--- config.mk ---
export PLATFORM = sky130hd
export DESIGN_NAME = c_pipe_issue
export DESIGN_NICKNAME = d
export VERILOG_FILES = /design/src/rtl/c_pipe_issue.sv
export SDC_FILE = /design/constraint.sdc
export NUM_CORES = 1
export LEC_CHECK = 0
export CORE_ASPECT_RATIO = 1.1
export CORE_MARGIN = 4
export CORE_UTILIZATION = 40
export CTS_BUF_LIST = sky130_fd_sc_hd__clkbuf_4
export CTS_CLUSTER_DIAMETER = 150
export DETAILED_ROUTE_END_ITERATION = 6
export GPL_TIMING_DRIVEN = 0
export MAX_ROUTING_LAYER = met4
export PLACE_DENSITY = 0.58
export SLEW_MARGIN = 10
export SYNTH_ARGS = -nofsm -noshare
export SYNTH_HDL_FRONTEND = slang
export SYNTH_SLANG_ARGS = --single-unit
export TNS_END_PERCENT = 50
--- constraint.sdc ---
create_clock -name clk1 -period 6.85 [get_ports clk1]
set_input_delay 1.7125 -clock clk1 [delete_from_list [all_inputs] [get_ports clk1]]
set_output_delay 1.7125 -clock clk1 [all_outputs]
set_load 0.05 [all_outputs]
--- src/rtl/c_pipe_issue.sv ---
// In-order issue stage: instruction FIFO, a shift-register scoreboard for RAW hazards,
// and registered decode outputs that carry a bubble whenever nothing issues.
module c_pipe_issue #(
    parameter int DEPTH   = 8,
    parameter int HAZ_WIN = 3
) (
    input  logic                     clk1,
    input  logic                     rst_n,
    input  logic                     in_valid,
    output logic                     in_ready,
    input  logic [23:0]              in_instr,
    input  logic                     flush,
    output logic                     out_valid,
    output logic [3:0]               rs1,
    output logic [3:0]               rs2,
    output logic [3:0]               rd,
    output logic [3:0]               func,
    output logic [7:0]               addr,
    output logic                     illegal,
    output logic [$clog2(DEPTH):0]   fifo_level,
    output logic [15:0]              stall_cnt,
    output logic [15:0]              issued_cnt
);

    localparam int AW = $clog2(DEPTH);
    localparam logic [AW:0] FULL_LVL = DEPTH[AW:0];

    logic [23:0]   mem [DEPTH];
    logic [AW-1:0] wr_ptr;
    logic [AW-1:0] rd_ptr;

    logic          sb_valid [HAZ_WIN];
    logic [3:0]    sb_rd    [HAZ_WIN];

    logic [23:0]   head;
    logic [3:0]    h_func;
    logic [3:0]    h_rd;
    logic [3:0]    h_rs1;
    logic [3:0]    h_rs2;
    logic [7:0]    h_addr;
    logic          use_rs1;
    logic          use_rs2;
    logic          hazard;
    logic          empty;
    logic          head_illegal;
    logic          do_issue;
    logic          do_stall;
    logic          do_pop;
    logic          do_push;

    assign in_ready = (fifo_level != FULL_LVL);
    assign empty    = (fifo_level == '0);

    assign head   = mem[rd_ptr];
    assign h_func = head[23:20];
    assign h_rd   = head[19:16];
    assign h_rs1  = head[15:12];
    assign h_rs2  = head[11:8];
    assign h_addr = head[7:0];

    always_comb begin
        use_rs1 = h_func inside {4'd0, 4'd1, 4'd2, 4'd3, 4'd5, 4'd6, 4'd7, 4'd8, 4'd10, 4'd11};
        use_rs2 = h_func inside {4'd0, 4'd1, 4'd2, 4'd4, 4'd5, 4'd6, 4'd7, 4'd9};
        hazard  = 1'b0;
        for (int unsigned i = 0; i < HAZ_WIN; i++) begin
            if (sb_valid[i] && ((use_rs1 && (h_rs1 == sb_rd[i])) ||
                                (use_rs2 && (h_rs2 == sb_rd[i]))))
                hazard = 1'b1;
        end
    end

    // Flush overrides every datapath action on its edge, including the incoming push.
    assign head_illegal = !empty && (h_func > 4'd11);
    assign do_issue     = !empty && !head_illegal && !hazard && !flush;
    assign do_stall     = !empty && !head_illegal &&  hazard && !flush;
    assign do_pop       = do_issue || (head_illegal && !flush);
    assign do_push      = in_valid && in_ready && !flush;

    always_ff @(posedge clk1) begin
        if (do_push)
            mem[wr_ptr] <= in_instr;
    end

    always_ff @(posedge clk1 or negedge rst_n) begin
        if (!rst_n) begin
            wr_ptr     <= '0;
            rd_ptr     <= '0;
            fifo_level <= '0;
            for (int unsigned i = 0; i < HAZ_WIN; i++) begin
                sb_valid[i] <= 1'b0;
                sb_rd[i]    <= '0;
            end
            out_valid  <= 1'b0;
            illegal    <= 1'b0;
            func       <= '1;
            rd         <= '0;
            rs1        <= '0;
            rs2        <= '0;
            addr       <= '0;
            stall_cnt  <= '0;
            issued_cnt <= '0;
        end else if (flush) begin
            wr_ptr     <= '0;
            rd_ptr     <= '0;
            fifo_level <= '0;
            for (int unsigned i = 0; i < HAZ_WIN; i++) begin
                sb_valid[i] <= 1'b0;
                sb_rd[i]    <= '0;
            end
            out_valid  <= 1'b0;
            illegal    <= 1'b0;
            func       <= '1;
            rd         <= '0;
            rs1        <= '0;
            rs2        <= '0;
            addr       <= '0;
        end else begin
            if (do_push)
                wr_ptr <= wr_ptr + 1'b1;
            if (do_pop)
                rd_ptr <= rd_ptr + 1'b1;
            case ({do_push, do_pop})
                2'b10:   fifo_level <= fifo_level + 1'b1;
                2'b01:   fifo_level <= fifo_level - 1'b1;
                default: fifo_level <= fifo_level;
            endcase

            for (int unsigned i = 1; i < HAZ_WIN; i++) begin
                sb_valid[i] <= sb_valid[i-1];
                sb_rd[i]    <= sb_rd[i-1];
            end
            sb_valid[0] <= do_issue;
            sb_rd[0]    <= do_issue ? h_rd : '0;

            out_valid <= do_issue;
            illegal   <= head_illegal;
            if (do_issue) begin
                func <= h_func;
                rd   <= h_rd;
                rs1  <= h_rs1;
                rs2  <= h_rs2;
                addr <= h_addr;
            end else begin
                func <= '1;
                rd   <= '0;
                rs1  <= '0;
                rs2  <= '0;
                addr <= '0;
            end

            if (do_issue && (issued_cnt != '1))
                issued_cnt <= issued_cnt + 16'd1;
            if (do_stall && (stall_cnt != '1))
                stall_cnt <= stall_cnt + 16'd1;
        end
    end

endmodule
=== Yosys cells after proc, flatten, opt, wreduce, memory -nomap -nowiden ===
Memory sizes are Yosys's and may differ from the RTL's.
Cells that the tools add are included.

* Flip-flop bits (word level): 83
* Memory bits (writable): 192
* Bits of input ports: 28
* Output and inout port bits: 63
* Logic and storage cells: 111
* Memories kept: 1

* Add/subtract/negate cells: 6
* Order comparisons: 1
* Eq/ne operators: 22
* Muxes and demuxes: 25
* Bitwise logic cells: 1
* Reductions and logical operators: 37

{| class="wikitable"
|+ Memories
! memory !! words !! bits a word !! read ports !! clocked after Yosys merged registers in !! wr ports !! line !! source
|-
| mem || 8 || 24 || 1 || 0 || 1 || 28 || <nowiki>logic [23:0] mem [DEPTH];</nowiki>
|}

{| class="wikitable"
|+ Operator list
! operator !! count
|-
| $mux 4 || 9
|-
| $add 16x1->16 const B || 2
|-
| $ne 16x16->1 const B || 2
|-
| $eq 4x4->1 || 6
|-
| $logic_and 1x1->1 || 20
|-
| $eq 4x3->1 const B || 4
|-
| $eq 4x4->1 const B || 4
|-
| $mux 8 || 2
|-
| $mux 3 || 5
|-
| $mux 12 || 1
|-
| $reduce_bool 10->1 || 1
|-
| $eq 4x2->1 const B || 2
|-
| $logic_not 4->1 || 2
|-
| $pmux 4 s2 || 1
|-
| $reduce_bool 8->1 || 1
|-
| $mux 1 || 7
|-
| $add 3x1->3 const B || 2
|-
| $add 4x1->4 const B || 1
|-
| $eq 4x1->1 const B || 1
|-
| $gt 4x4->1 const B || 1
|-
| $logic_not 1->1 || 4
|-
| $logic_or 1x1->1 || 4
|-
| $ne 4x4->1 const B || 1
|-
| $reduce_and 2->1 || 2
|-
| other kinds (6) || 7
|}

=== Logic depth before layout (Yosys ltp) ===
An unclocked memory read counts as a cell.

* Depth in word-level cells: 16
* Gate-level depth with buffers: 20
* Depth with buffers taken out: 17

=== Least setup slack after synthesis ===
Ideal clock, no wire load.

* Path type: input-to-reg
* Start: input flush
* End: memory mem[0][0] (enable)
* Setup time: 0.435 ns
* Data arrival time: 4.004 ns
* Data required time: 6.415 ns
* Slack: 2.411 ns
* Stages: 3
* Buffers on the path: 1
* Path through: clkbuf_1 -> or3_1 -> nor3_1

* Cells in the longest elaborated chain, start to end: 4

{| class="wikitable"
|+ RTL lines
! what !! line !! source
|-
| start: declaration || 12 || <nowiki>input logic flush,</nowiki>
|-
| $logic_not 1->1 || 77 || <nowiki>assign do_push = in_valid && in_ready && !flush;</nowiki>
|-
| $logic_and 1x1->1 || 77 ||
|-
| $mux 1 || 80 || <nowiki>if (do_push)</nowiki>
|-
| $mux 1 (implied by the code) || 81 || <nowiki>mem[wr_ptr] <= in_instr;</nowiki>
|-
| end: declaration || 28 ||
|}

Every way passes these cells.

=== Worst setup path in the final report ===
* Start: register rd_ptr[1]
* End: register fifo_level[3]

* Cells in the longest elaborated chain, start to end: 16
* Elaborated cells between the ends (all ways): 50
* Classes of those cells: 1 x order compare; 19 x eq/ne; 5 x mux; 24 x reduce/logical; 1 x memory

{| class="wikitable"
|+ RTL lines
! what !! line !! source
|-
| start: declaration || 30 || <nowiki>logic [AW-1:0] rd_ptr;</nowiki>
|-
| start signal: assignment || 121 || <nowiki>rd_ptr <= rd_ptr + 1'b1;</nowiki>
|-
| $mem_v2 8x24 * || n/a ||
|-
| $eq 4x1->1, or another cell as far along || 62, 63 ||
|-
| $reduce_bool 10->1 or $reduce_bool 8->1 (tied branches) || 62, 63 ||
|-
| $logic_and 1x1->1 (on tied branches) || 66, 67 ||
|-
| $logic_or 1x1->1 || 66 || <nowiki>if (sb_valid[i] && ((use_rs1 && (h_rs1 == sb_rd[i])) ||</nowiki>
|-
| $logic_and 1x1->1 || 66 ||
|-
| $mux 1 (3 in a row) || 66 ||
|-
| $logic_not 1->1 || 74 || <nowiki>assign do_issue = !empty && !head_illegal && !hazard && !flush;</nowiki>
|-
| $logic_and 1x1->1 (2 in a row) || 74 ||
|-
| $logic_or 1x1->1 * || 76 || <nowiki>assign do_pop = do_issue || (head_illegal && !flush);</nowiki>
|-
| $eq 2x1->1 or $eq 2x2->1 (tied branches) || 122 || <nowiki>case ({do_push, do_pop})</nowiki>
|-
| $pmux 4 s2 || 122 ||
|-
| $mux 4 || 102 || <nowiki>end else if (flush) begin</nowiki>
|-
| end signal: assignment || 123 || <nowiki>2'b10: fifo_level <= fifo_level + 1'b1;</nowiki>
|-
| end signal: assignment || 124 || <nowiki>2'b01: fifo_level <= fifo_level - 1'b1;</nowiki>
|-
| end signal: assignment || 125 || <nowiki>default: fifo_level <= fifo_level;</nowiki>
|-
| end: declaration || 20 || <nowiki>output logic [$clog2(DEPTH):0] fifo_level,</nowiki>
|}

Every way passes the cells marked *; elsewhere a longest branch is shown, timed or not.
A chain may end at the register's enable or synchronous reset.

==> run_results.csv <==
group,metric,value,unit
critical_path,cp.required,7.33,ns
synth,synth_compound_area_frac,0.0294,
cts,ctsHtreeMaxLevel,3,
power,p_comb_frac,0.250,
critical_path,worstSetupPathType,"register to register",
die,die_y,182,µm
die,coreArea,0.0270,mm²
grt,antenna_found_initial,1,
grt,overflow,0,
route,via_per_inst,5.15,
synth,ys_top_cells_by_count,"edfxtp_1 (192), dfrtp_1 (74), nand2_1 (60), mux4_2 (46), xor2_1 (33)",
place,io_buffers,90,
layout,nets,872,
place,place.gp.congestion,0.811,
synth,synthAdderAreaFrac,0.00865,
layout,fillers,2324,
synth,synthXorXnorAreaFrac,0.0430,
cts,clk_path_buf_depth,3,
sta,setup-violations-final,0,
power,p_sw,0.00144,W
die,num_rows,63,
synth,synth_area_leader_cell,"edfxtp_1",
synth,synth.most_common_cell,"edfxtp_1",
cts,clock_latency,0.67,ns
synth,syn_nets,696,
sta,min_period_over_period,0.780,
cts,cts_tree,"built",
power,pwr-share-seq,0.430,
synth,ys.flop_type,"edfxtp_1",
grt,grt.total_usage,0.173,
grt,grt_pass1_wl,39300,µm
route,antenna_left,0,
synth,synth_top_family_by_area,"multiplexers",
power,p_sw_frac,0.314,
die,io_pins,91,
sta,maxSlewHeadroom,0.342,
critical_path,crit_arrival,5.82,ns
critical_path,critPathSlowestCell,"o31ai_2",
cts,cts-root-buf,"clkbuf_4",
synth,synth_area,0.0110,mm²
synth,yosysUniqueCellTypes,57,
sta,skew,0.0579,ns
synth,synthCells,661,
power,clock_power_share,0.319,
power,p_per_area,338,mW/mm²
route,drtPass1Iterations,5,
synth,synth.area.top_cells,"edfxtp_1 (52%), dfrtp_1 (17%), mux4_2 (9.4%)",
power,p_total,0.00458,W
sta,period_minus_slack,5.34,ns
sta,hold_viol,0,
sta,fmax,0.187,GHz
sta,slew_viol_final,0,
route,vias,6436,
grt,grt_start_max_net_pins,41,
worst_hold_path,hold_class,"register to register",
synth,muxShareOfSynthArea,0.116,
synth,avgSynthCellArea,16.6,µm²
cts,clock_sinks,270,
route,wl,24900,µm
place,hpwl,16100,µm
die,die_w,166,µm
critical_path,start_kind,"register",
power,power.leakage,4.99,nW
layout,drive_gt1_frac,0.250,
status,status,"finished clean",
route,drtIter0Drc,455,
synth,synthSimpleGateAreaFrac,0.0813,
synth,synth_top_area_frac,0.525,
cts,cts_resized,0,
sta,worstMarginPinSlew,0.987,ns
cts,cts_buffers,71,
flow_run,cap_violations,0,
critical_path,endpoint_kind,"register",
critical_path,path_cells,"buf_2 > buf_2 > buf_4 > mux4_2 > mux2i_1 > nor2b_1 > mux2i_1 > a31oi_4 > o31ai_2 > nand2_1 > inv_1 > ha_1 > a21o_1 > a21o_1 > nand2_1 > nor4_1 > o31a_1 > a2111oi_0 > o2111ai_1",
route,drc_errors,0,
critical_path,critical-path-max-stage-delay,0.59,ns
cts,holdBufCountCts,0,
synth,yosysWarningCount,0,
layout,area_growth,23.4,%
route,wire_per_inst,19.9,µm
sta,tns,0,ns
die,die_area,0.0302,mm²
power,vdd_drop_max,188,µV
power,intPower,0.00314,W
cts,cts_setup_buffers,0,
cts,clk_pin_slew,0.06,ns
synth,ys_ff_latch,270,
die,start_util,0.406,
synth,synth_edf_count,192,
critical_path,path_max_fanout,10,
synth,async_flop_share,0.289,
synth,ys_seq_area_frac,0.703,
sta,hold_ws,0.479,ns
sta,rsz0062_at_grt,"false",
grt,grt_pass1_vias,6942,
## final cells by class
type / instances / area, µm² / share of cell area
plain buffers: 29 / 156 / 0.0115
flip-flops and latches: 270 / 7720 / 0.570
inverters: 13 / 48.8 / 0.00360
diodes: 1 / 2.50 / 0.000185
clock buffers: 104 / 781 / 0.0576
repair buffers: 103 / 1110 / 0.0816
well taps: 357 / 447 / 0.0330
clock inverters: 24 / 175 / 0.0129
multi-input cells: 349 / 3120 / 0.230
## critical path, delay by kind of cell (launching register included)
family / cells / cell delay (ns)
buffers and inverters: 4 / 1.00
flip-flops: 1 / 0.35
adder cells (fa/ha/maj): 1 / 0.26
AO/OA/AOI/OAI: 7 / 1.83
AND/OR/NAND/NOR: 4 / 0.58
multiplexers: 3 / 1.14
## power by group through the flow
stage / combinational (W) / clock [W] / sequential, W
after floorplan: 0.000566 / 0 / 0.00221
after global placement: 0.00113 / 0 / 0.00200
after detailed placement: 0.00116 / 0 / 0.00201
after CTS: 0.00116 / 0.00152 / 0.00197
after global routing: 0.00123 / 0.00161 / 0.00199
final: 0.00115 / 0.00146 / 0.00197
## worst paths after layout
| path | startpoint | to | slack (ns) | cells past startpoint |
|---|---|---|---|---|
| worst max-delay path | rd_ptr[1] | fifo_level[3] | 1.51 | 19 |
| worst min-delay path | issued_cnt[9] | issued_cnt[9] | 0.48 | 1 |
| worst max register to register | rd_ptr[1] | fifo_level[3] | 1.51 | 19 |
| worst min register to register | issued_cnt[9] | issued_cnt[9] | 0.48 | 1 |
| max in group asynchronous | rst_n | rd[3] | 5.15 | 2 |
| min in group asynchronous | rst_n | rs1[3] | 1.04 | 1 |
## registers in the layout (all words and copies together), names as in the netlist
signal,flops
rd,1
addr,8
illegal,1
sb_rd,11
wr_ptr,3
mem,192
rs2,4
issued_cnt,16
stall_cnt,16
sb_valid,2
out_valid,1
func,4
rd_ptr,3
fifo_level,4
rs1,4
## stage by stage
step / instance area, µm² / setup slack, ns / instances / utilization
after detailed placement: 12600 / 1.51 / 1121 / 0.466
final: 13600 / 1.51 / 1250 / 0.501
after floorplan: 11000 / 2.41 / 661 / -
after CTS: 13600 / 1.52 / 1249 / 0.501
after global placement: 12300 / -0.181 / 1108 / 0.456
after global routing: 13600 / 1.15 / 1250 / 0.501
## cell usage in the layout, fill, tap and decap left out, drive strengths merged, types with 2 or more instances in the layout
cell / Yosys / final
mux2: 4 / 4
dfrtp: 74 / 74
nand3b: 2 / 2
a31oi: 2 / 2
edfxtp: 192 / 192
ha: 6 / 6
buf: 22 / 36
nor2b: 13 / 13
mux2i: 15 / 15
a22oi: 2 / 2
and3: 4 / 4
a21o: 2 / 2
xor2: 33 / 33
o21ai: 6 / 6
or3: 3 / 3
clkdlybuf4s50: 0 / 89
nor2: 28 / 28
or4: 2 / 2
bufinv: 0 / 3
clkinv: 0 / 19
nor4: 7 / 7
o2111ai: 3 / 3
a21oi: 15 / 15
or2: 3 / 3
nand3: 15 / 15
o211ai: 4 / 4
nor3b: 4 / 4
inv: 13 / 15
dfstp: 4 / 4
nor3: 25 / 25
clkbuf: 7 / 111
nand4: 10 / 10
mux4: 46 / 46
nand2b: 3 / 3
xnor2: 21 / 21
nand2: 60 / 60
## layer usage
metal | vias to the layer above | share of wire | GRT usage
li1 | 2922 | - | -
met1 | 3276 | 0.42 | 0.212
met2 | 201 | 0.50 | 0.284
met3 | 37 | 0.054 | 0.0438
met4 | 0 | 0.017 | 0.0545
met5 | - | 0 | -
## logic make-up after synthesis
| logic type | after synthesis |
|---|---|
| xor+xnor | 54 |
| simple gates | 180 |
| flops | 270 |
| buf+inv | 42 |
| compound gates | 43 |
| mux | 65 |
| fa+ha+maj | 7 |
No activity file was read; power rests on OpenSTA's default activity.
